[config.mk]
export PLATFORM = sky130hd
export DESIGN_NAME = dmem_arbiter_flat
export DESIGN_NICKNAME = d
export VERILOG_FILES = /design/src/rtl/dmem_arbiter_pkg.sv /design/src/rtl/dmem_arbiter_if.sv /design/src/rtl/dmem_arbiter_rr_arbiter2.sv /design/src/rtl/dmem_arbiter.sv /design/src/flat_wrapper.sv
export SDC_FILE = /design/constraint.sdc
export NUM_CORES = 1
export LEC_CHECK = 0
export ABC_AREA = 1
export CORE_AREA = 2 2 109 111
export CTS_BUF_LIST = sky130_fd_sc_hd__clkbuf_4 sky130_fd_sc_hd__clkbuf_8 sky130_fd_sc_hd__clkbuf_16
export DETAILED_ROUTE_END_ITERATION = 8
export DIE_AREA = 0 0 111 113
export PLACE_DENSITY_LB_ADDON = 0.25
export SYNTH_ARGS = -nofsm -noshare
export SYNTH_HDL_FRONTEND = slang
export SYNTH_SLANG_ARGS = --single-unit
[constraint.sdc]
create_clock -name clk -period 2.4 [get_ports clk]
set_input_delay 0.36 -clock clk [delete_from_list [all_inputs] [get_ports clk]]
set_output_delay 0.36 -clock clk [all_outputs]
set_load 0.005 [all_outputs]
[src/rtl/dmem_arbiter_pkg.sv]
// Shared definitions for the data-memory arbiter: FSM encoding and port ids.
package dmem_arbiter_pkg;

  localparam logic [1:0] ST_IDLE  = 2'd0;
  localparam logic [1:0] ST_ISSUE = 2'd1;
  localparam logic [1:0] ST_RESP  = 2'd2;

  localparam logic PORT_CPU = 1'b0;
  localparam logic PORT_DBG = 1'b1;

  typedef enum logic [1:0] {
    S_IDLE  = ST_IDLE,
    S_ISSUE = ST_ISSUE,
    S_RESP  = ST_RESP
  } state_e;

endpackage

[src/rtl/dmem_arbiter_if.sv]
// Bundle of the two requester channels and the memory port around the arbiter.
//
// Handshake: a request transfers on a cycle where req_valid[i] && req_ready[i].
// A requester holds its fields stable while valid is high and ready is low; it
// may drop valid before acceptance. req_valid never depends on req_ready.
// resp_valid[i] is a one-cycle completion pulse; resp_rd is meaningful only then.
interface dmem_arbiter_if #(
  parameter int DATA_WIDTH = 32,
  parameter int ADDR_WIDTH = 32
);
  localparam int BE_WIDTH = DATA_WIDTH / 8;

  logic [1:0]              req_valid;
  logic [1:0]              req_ready;
  logic [1:0]              req_we;
  logic [2*ADDR_WIDTH-1:0] req_addr;
  logic [2*DATA_WIDTH-1:0] req_wd;
  logic [2*BE_WIDTH-1:0]   req_be;
  logic [1:0]              resp_valid;
  logic [DATA_WIDTH-1:0]   resp_rd;
  logic                    mem_en;
  logic                    mem_we;
  logic [ADDR_WIDTH-1:0]   mem_addr;
  logic [DATA_WIDTH-1:0]   mem_wd;
  logic [BE_WIDTH-1:0]     mem_be;
  logic [DATA_WIDTH-1:0]   mem_rd;

  // Arbiter side.
  modport slave (
    input  req_valid, req_we, req_addr, req_wd, req_be, mem_rd,
    output req_ready, resp_valid, resp_rd, mem_en, mem_we, mem_addr, mem_wd, mem_be
  );

  // Requesters plus memory side.
  modport master (
    output req_valid, req_we, req_addr, req_wd, req_be, mem_rd,
    input  req_ready, resp_valid, resp_rd, mem_en, mem_we, mem_addr, mem_wd, mem_be
  );
endinterface

[src/rtl/dmem_arbiter_rr_arbiter2.sv]
// Two-input round-robin picker: a lone requester wins, a tie goes to the port
// that did not win last time.
module rr_arbiter2 (
  input  logic [1:0] valid,
  input  logic       last_grant,
  input  logic       enable,
  output logic [1:0] grant,
  output logic       grant_id
);

  // Pick the winner; nothing is granted while disabled.
  always_comb begin
    grant    = 2'b00;
    grant_id = 1'b0;
    if (enable) begin
      case (valid)
        2'b01: begin
          grant    = 2'b01;
          grant_id = 1'b0;
        end
        2'b10: begin
          grant    = 2'b10;
          grant_id = 1'b1;
        end
        2'b11: begin
          grant_id = ~last_grant;
          grant    = last_grant ? 2'b01 : 2'b10;
        end
        default: begin
          grant    = 2'b00;
          grant_id = 1'b0;
        end
      endcase
    end
  end

endmodule

[src/rtl/dmem_arbiter.sv]
// Shares one single-port synchronous data RAM between the CPU port (0) and the
// debug/loader port (1). One access in flight; IDLE -> ISSUE -> RESP, with a new
// request accepted during RESP for one access every two cycles.
module dmem_arbiter
  import dmem_arbiter_pkg::*;
#(
  parameter int DATA_WIDTH = 32,
  parameter int ADDR_WIDTH = 32
) (
  input  logic                 clk,
  input  logic                 rst,
  dmem_arbiter_if.slave        bus,
  output state_e               dbg_state
);

  localparam int BE_WIDTH = DATA_WIDTH / 8;

  state_e                state_q, state_d;
  logic                  last_grant_q, last_grant_d;
  logic                  id_q, id_d;
  logic                  we_q, we_d;
  logic [ADDR_WIDTH-1:0] addr_q, addr_d;
  logic [DATA_WIDTH-1:0] wd_q, wd_d;
  logic [BE_WIDTH-1:0]   be_q, be_d;
  logic                  mem_en_q, mem_en_d;
  logic                  mem_we_q, mem_we_d;
  logic [1:0]            resp_valid_q, resp_valid_d;

  logic                  arb_en;
  logic [1:0]            grant;
  logic                  grant_id;

  // Arbitration is live only in IDLE and RESP, and never during reset.
  assign arb_en = !rst && (state_q != S_ISSUE);

  rr_arbiter2 u_rr (
    .valid      (bus.req_valid),
    .last_grant (last_grant_q),
    .enable     (arb_en),
    .grant      (grant),
    .grant_id   (grant_id)
  );

  assign bus.req_ready  = grant;
  assign bus.resp_valid = resp_valid_q;
  assign bus.mem_en     = mem_en_q;
  assign bus.mem_we     = mem_we_q;
  assign bus.mem_addr   = addr_q;
  assign bus.mem_wd     = wd_q;
  assign bus.mem_be     = be_q;
  // RAM data arrives in RESP; writes return zero.
  assign bus.resp_rd    = (state_q == S_RESP && !we_q) ? bus.mem_rd : '0;
  assign dbg_state      = state_q;

  // Next-state, latch and registered-output computation.
  always_comb begin
    state_d      = state_q;
    last_grant_d = last_grant_q;
    id_d         = id_q;
    we_d         = we_q;
    addr_d       = addr_q;
    wd_d         = wd_q;
    be_d         = be_q;
    mem_en_d     = 1'b0;
    mem_we_d     = 1'b0;
    resp_valid_d = 2'b00;
    case (state_q)
      S_ISSUE: begin
        state_d          = S_RESP;
        resp_valid_d[id_q] = 1'b1;
      end
      default: begin
        if (|grant) begin
          state_d      = S_ISSUE;
          last_grant_d = grant_id;
          id_d         = grant_id;
          mem_en_d     = 1'b1;
          if (grant_id == PORT_DBG) begin
            we_d   = bus.req_we[1];
            addr_d = bus.req_addr[ADDR_WIDTH +: ADDR_WIDTH];
            wd_d   = bus.req_wd[DATA_WIDTH +: DATA_WIDTH];
            be_d   = bus.req_be[BE_WIDTH +: BE_WIDTH];
          end else begin
            we_d   = bus.req_we[0];
            addr_d = bus.req_addr[0 +: ADDR_WIDTH];
            wd_d   = bus.req_wd[0 +: DATA_WIDTH];
            be_d   = bus.req_be[0 +: BE_WIDTH];
          end
          mem_we_d = we_d;
        end else begin
          state_d = S_IDLE;
        end
      end
    endcase
  end

  // State and registered outputs; reset abandons any in-flight access.
  always_ff @(posedge clk) begin
    if (rst) begin
      state_q      <= S_IDLE;
      last_grant_q <= PORT_DBG;
      id_q         <= PORT_CPU;
      we_q         <= 1'b0;
      addr_q       <= '0;
      wd_q         <= '0;
      be_q         <= '0;
      mem_en_q     <= 1'b0;
      mem_we_q     <= 1'b0;
      resp_valid_q <= 2'b00;
    end else begin
      state_q      <= state_d;
      last_grant_q <= last_grant_d;
      id_q         <= id_d;
      we_q         <= we_d;
      addr_q       <= addr_d;
      wd_q         <= wd_d;
      be_q         <= be_d;
      mem_en_q     <= mem_en_d;
      mem_we_q     <= mem_we_d;
      resp_valid_q <= resp_valid_d;
    end
  end

endmodule

[src/flat_wrapper.sv]
// flat-port wrapper written by rule: the top's interface ports become plain ports
module dmem_arbiter_flat import dmem_arbiter_pkg::*;
#(
  parameter int DATA_WIDTH = 32,
  parameter int ADDR_WIDTH = 32
)
  (clk, rst, dbg_state, bus_req_valid, bus_req_we, bus_req_addr, bus_req_wd, bus_req_be, bus_mem_rd, bus_req_ready, bus_resp_valid, bus_resp_rd, bus_mem_en, bus_mem_we, bus_mem_addr, bus_mem_wd, bus_mem_be);
  dmem_arbiter_if #(.DATA_WIDTH(DATA_WIDTH), .ADDR_WIDTH(ADDR_WIDTH)) bus_i ();
  input  logic clk;
  input  logic rst;
  output state_e dbg_state;
  input wire logic [$bits(bus_i.req_valid)-1:0] bus_req_valid;
  input wire logic [$bits(bus_i.req_we)-1:0] bus_req_we;
  input wire logic [$bits(bus_i.req_addr)-1:0] bus_req_addr;
  input wire logic [$bits(bus_i.req_wd)-1:0] bus_req_wd;
  input wire logic [$bits(bus_i.req_be)-1:0] bus_req_be;
  input wire logic [$bits(bus_i.mem_rd)-1:0] bus_mem_rd;
  output wire logic [$bits(bus_i.req_ready)-1:0] bus_req_ready;
  output wire logic [$bits(bus_i.resp_valid)-1:0] bus_resp_valid;
  output wire logic [$bits(bus_i.resp_rd)-1:0] bus_resp_rd;
  output wire logic [$bits(bus_i.mem_en)-1:0] bus_mem_en;
  output wire logic [$bits(bus_i.mem_we)-1:0] bus_mem_we;
  output wire logic [$bits(bus_i.mem_addr)-1:0] bus_mem_addr;
  output wire logic [$bits(bus_i.mem_wd)-1:0] bus_mem_wd;
  output wire logic [$bits(bus_i.mem_be)-1:0] bus_mem_be;
  assign bus_i.req_valid = bus_req_valid;
  assign bus_i.req_we = bus_req_we;
  assign bus_i.req_addr = bus_req_addr;
  assign bus_i.req_wd = bus_req_wd;
  assign bus_i.req_be = bus_req_be;
  assign bus_i.mem_rd = bus_mem_rd;
  assign bus_req_ready = bus_i.req_ready;
  assign bus_resp_valid = bus_i.resp_valid;
  assign bus_resp_rd = bus_i.resp_rd;
  assign bus_mem_en = bus_i.mem_en;
  assign bus_mem_we = bus_i.mem_we;
  assign bus_mem_addr = bus_i.mem_addr;
  assign bus_mem_wd = bus_i.mem_wd;
  assign bus_mem_be = bus_i.mem_be;
  dmem_arbiter #(.DATA_WIDTH(DATA_WIDTH), .ADDR_WIDTH(ADDR_WIDTH)) u_core (.clk(clk), .rst(rst), .bus(bus_i), .dbg_state(dbg_state));
endmodule
==> out/summary.log, run 1 <==
qor: setup_path.worstPathArrival 1.78 ns
qor: placement.placed_cells_incl_taps 1082
qor: clock_tree.clk_pin_slew_worst_paths 0.06 ns
qor: floorplan.starting_density 36.2%
qor: clock_tree.cts_resized 0
qor: layout.final_nets 1124
qor: timing.report.final.hold_viol_count 0
qor: timing.fin_worst_skew 0.00417 ns
qor: global_route.grt_use_total 22.4%
qor: layout.final_cells 1099
qor: drt.final_antenna_net_count 0
qor: placement.postPlaceCellArea 6970 um2
qor: timing.timing_max_transition_violations_final 0
qor: min_path.holdPathEnd u_core.bus.resp_valid[0]
qor: global_route.globalRoute.totalOverflow 0
qor: layout.layout.filler_cells 1067
qor: synthesis.avgSynthCellArea 5.94 um2
qor: floorplan.die_area 12500 um2
qor: drt.routedWlPerCell 12.9 um
qor: power_and_ir_drop.power.internal 2.83 mW
qor: power_and_ir_drop.power.share.sequential 37.7%
qor: drt.route.detailed.drc 0
qor: timing.rsz0062_at_grt no
qor: layout.syn2layout_area_growth 78.1%
qor: run_status.status completed
qor: global_route.global_route_wire_length_before_repair 22500 um
qor: setup_path.worst_r2r_path_depth 9
qor: clock_tree.clkSinkCount 76
qor: timing.worst_slew_margin_rel 48.9%
qor: drt.viasPerCell 4.35
qor: timing.min_period 2.14 ns
qor: synthesis.yosys.cell_types.count 18
qor: floorplan.boundaryPins 282
qor: timing.timing.final.setup_violations 0
qor: floorplan.core_region_area 11300 um2
qor: timing.slew_at_the_pin_closest_to_its_max_slew_limit 0.766 ns
qor: drt.detailedRoute.firstPassIterationCount 4
qor: timing.fin_setup_tns 0 ns
qor: drt.first_iter_violations 274
qor: timing.max_clock_freq 466 MHz
qor: layout.final_cell_area 7270 um2
qor: placement.place.port_buffers 281
qor: synthesis.yosysWarnings 0
qor: placement.dp_hpwl 10300 um
qor: setup_path.criticalPathCategory register to output port
qor: setup_path.reg2reg_slack 0.56 ns
qor: clock_tree.cts_hold_buf 0
qor: power_and_ir_drop.power.density_cell_area 525 nW/um2
qor: power_and_ir_drop.leakagePower 3.56 nW
qor: synthesis.synth.yosys.seq_area_share 37.3%
qor: placement.gp_routability_congestion 0.796
qor: floorplan.die_h 113 um
qor: power_and_ir_drop.power_frac_comb 27.7%
qor: power_and_ir_drop.worst_ir_drop_vdd 0.377 mV
qor: clock_tree.cts_inserted_buffers 9
qor: drt.via_count 4784
qor: floorplan.fp-row-count 39
qor: floorplan.dieWidth 111 um
qor: synthesis.gate_count_post_synth 687
qor: setup_path.worstSetupEndpointType output port
qor: power_and_ir_drop.netSwitchingPower 0.993 mW
qor: power_and_ir_drop.power.clock.fraction 34.6%
qor: power_and_ir_drop.sw_frac_of_total 26.0%
qor: timing.final.hold.worst_slack 0.459 ns
qor: setup_path.critPathMaxFanout 32
qor: setup_path.worst-endpoint-required 2.04 ns
qor: clock_tree.clkLatencyLatePin 0.33 ns
qor: flow_run.cap_violations 0
qor: setup_path.timing.critical_path.from_type register
qor: min_path.min-delay-start u_core.id_q
qor: synthesis.register_bit_count_reported_by_yosys 76
qor: min_path.worstHoldPathType register to register
qor: setup_path.rr_startpoint u_core.dbg_state[1]
qor: clock_tree.tritoncts yes
qor: clock_tree.cts-root-to-sink-buffers 2
qor: global_route.grt_max_degree 72
qor: clock_tree.post_cts.repair.setup_buffers 0
qor: synthesis.summed_instance_area_of_the_synthesized_netlist 4080 um2
qor: layout.drive_gt1_share 3.56%
qor: clock_tree.root_buffer sky130_fd_sc_hd__clkbuf_16
qor: global_route.first_global_vias 4456
qor: min_path.min_delay_path_depth 1
qor: clock_tree.h_tree_level_count 3
qor: setup_path.critical_path.reg2reg.endpoint u_core.bus.mem_wd[16]
qor: synthesis.synth_nets 861
qor: timing.final_min_period_over_clock_period 89.4%
qor: layout.layout.core_utilization 64.5%
qor: drt.finalWirelength 14200 um
qor: global_route.grt_antenna_before_repair 1
[worst max path at each step]
| stage | start | endpoint | slack [ns] |
|---|---|---|---|
| after floorplan | rst | bus_req_ready[1] | 0.95 |
| after global placement | bus_req_valid[1] | u_core.bus.mem_wd[16] | 0.21 |
| after detailed placement | bus_req_valid[1] | u_core.bus.mem_wd[16] | 0.18 |
| after CTS | u_core.bus.mem_en | bus_resp_rd[28] | 0.22 |
| after global routing | u_core.bus.mem_en | bus_resp_rd[28] | 0.13 |
| final | u_core.bus.mem_en | bus_resp_rd[25] | 0.26 |
[Yosys cell counts, drive strengths merged]
cell type,n,area [um2]
a21oi,71,370
buf,24,143
clkbuf,16,60.1
dfxtp,76,1520
inv,178,668
nand2,212,798
nand3,72,360
nor2,35,131
o211ai,1,7.51
o21ai,1,16.3
or2,1,6.26
[area by class of cell]
class,instances,area [um2],share of cell area (%)
antenna,1,2.50,0.0344
clock buffer,15,289,3.98
clock inverter,1,5.00,0.0688
inverter,178,668,9.19
multi-input combinational,393,1690,23.2
sequential,76,1520,20.9
tap,143,179,2.46
timing repair buffer,292,2920,40.1
[cell usage in the layout, fill, tap and decap left out, drive strengths merged, types with 12 or more instances in the layout]
cell / n
clkbuf: 15
inv: 178
a21oi: 71
nor2: 35
clkdlybuf4s50: 280
nand3: 72
nand2: 212
dfxtp: 76
buf: 12
[worst max-delay path, cell delays in order, from the launching register on]
cell and delay (ns):
sky130_fd_sc_hd__dfxtp_1 0.37, sky130_fd_sc_hd__nor2_1 0.11, sky130_fd_sc_hd__nand2_1 0.05, sky130_fd_sc_hd__buf_4 0.22, sky130_fd_sc_hd__nor2_1 0.15, sky130_fd_sc_hd__clkdlybuf4s50_1 0.55
[kinds of logic (layout without fill, tap and decap cells)]
logic type / count (synthesis) / in the layout / synth area share, %
compound gates: 73 / 73 / 9.65
other cells: 0 / 1 / 0
buf+inv: 218 / 486 / 21.3
flops: 76 / 76 / 37.3
simple gates: 320 / 320 / 31.8
[metrics by stage]
step           setup slack, ns  power, mW
4_1_cts                  0.217       3.86
6_report                 0.255       3.82
2_1_floorplan            0.952       1.88
5_1_grt                  0.126       4.02
3_5_place_dp             0.180       2.53
3_3_place_gp             0.211       2.52
[power by group through the flow]
stage / Sequential, mW / Clock, mW / Combinational, mW
final: 1.44 / 1.32 / 1.06
after global routing: 1.46 / 1.40 / 1.17
after detailed placement: 1.47 / 0 / 1.06
after global placement: 1.46 / 0 / 1.06
after floorplan: 1.48 / 0 / 0.400
after CTS: 1.44 / 1.35 / 1.07
[state kept, by name (all words and copies together) (netlist names)]
register / cells
u_core.bus.mem_en: 1
u_core.last_grant_q: 1
u_core.we_q: 1
u_core.bus.mem_be: 4
u_core.bus.resp_valid: 2
u_core.bus.mem_wd: 32
u_core.id_q: 1
u_core.dbg_state: 1
u_core.bus.mem_addr: 32
u_core.bus.mem_we: 1
[routing by layer]
metal,GRT usage (%),part of all wire [%],routed length (um),up-vias
met1,24.5,40,5760,2070
met3,7.61,8.4,1190,15
li1,-,-,-,2528
met5,0,0,0,-
met2,40.8,49,7040,171
met4,7.50,1.7,242,0
Power figures use the tool's default switching activity.
==> run 2, diff against run 1 <==
--- a/config.mk
+++ b/config.mk
@@ -10,6 +10,7 @@
 export CTS_BUF_LIST = sky130_fd_sc_hd__clkbuf_4 sky130_fd_sc_hd__clkbuf_8 sky130_fd_sc_hd__clkbuf_16
 export DETAILED_ROUTE_END_ITERATION = 8
 export DIE_AREA = 0 0 111 113
+export HOLD_SLACK_MARGIN = 0.08
 export PLACE_DENSITY_LB_ADDON = 0.25
 export SYNTH_ARGS = -nofsm -noshare
 export SYNTH_HDL_FRONTEND = slang
==> results of run 2 <==
Final layout, timing and power as in run 1 (identical DEF).
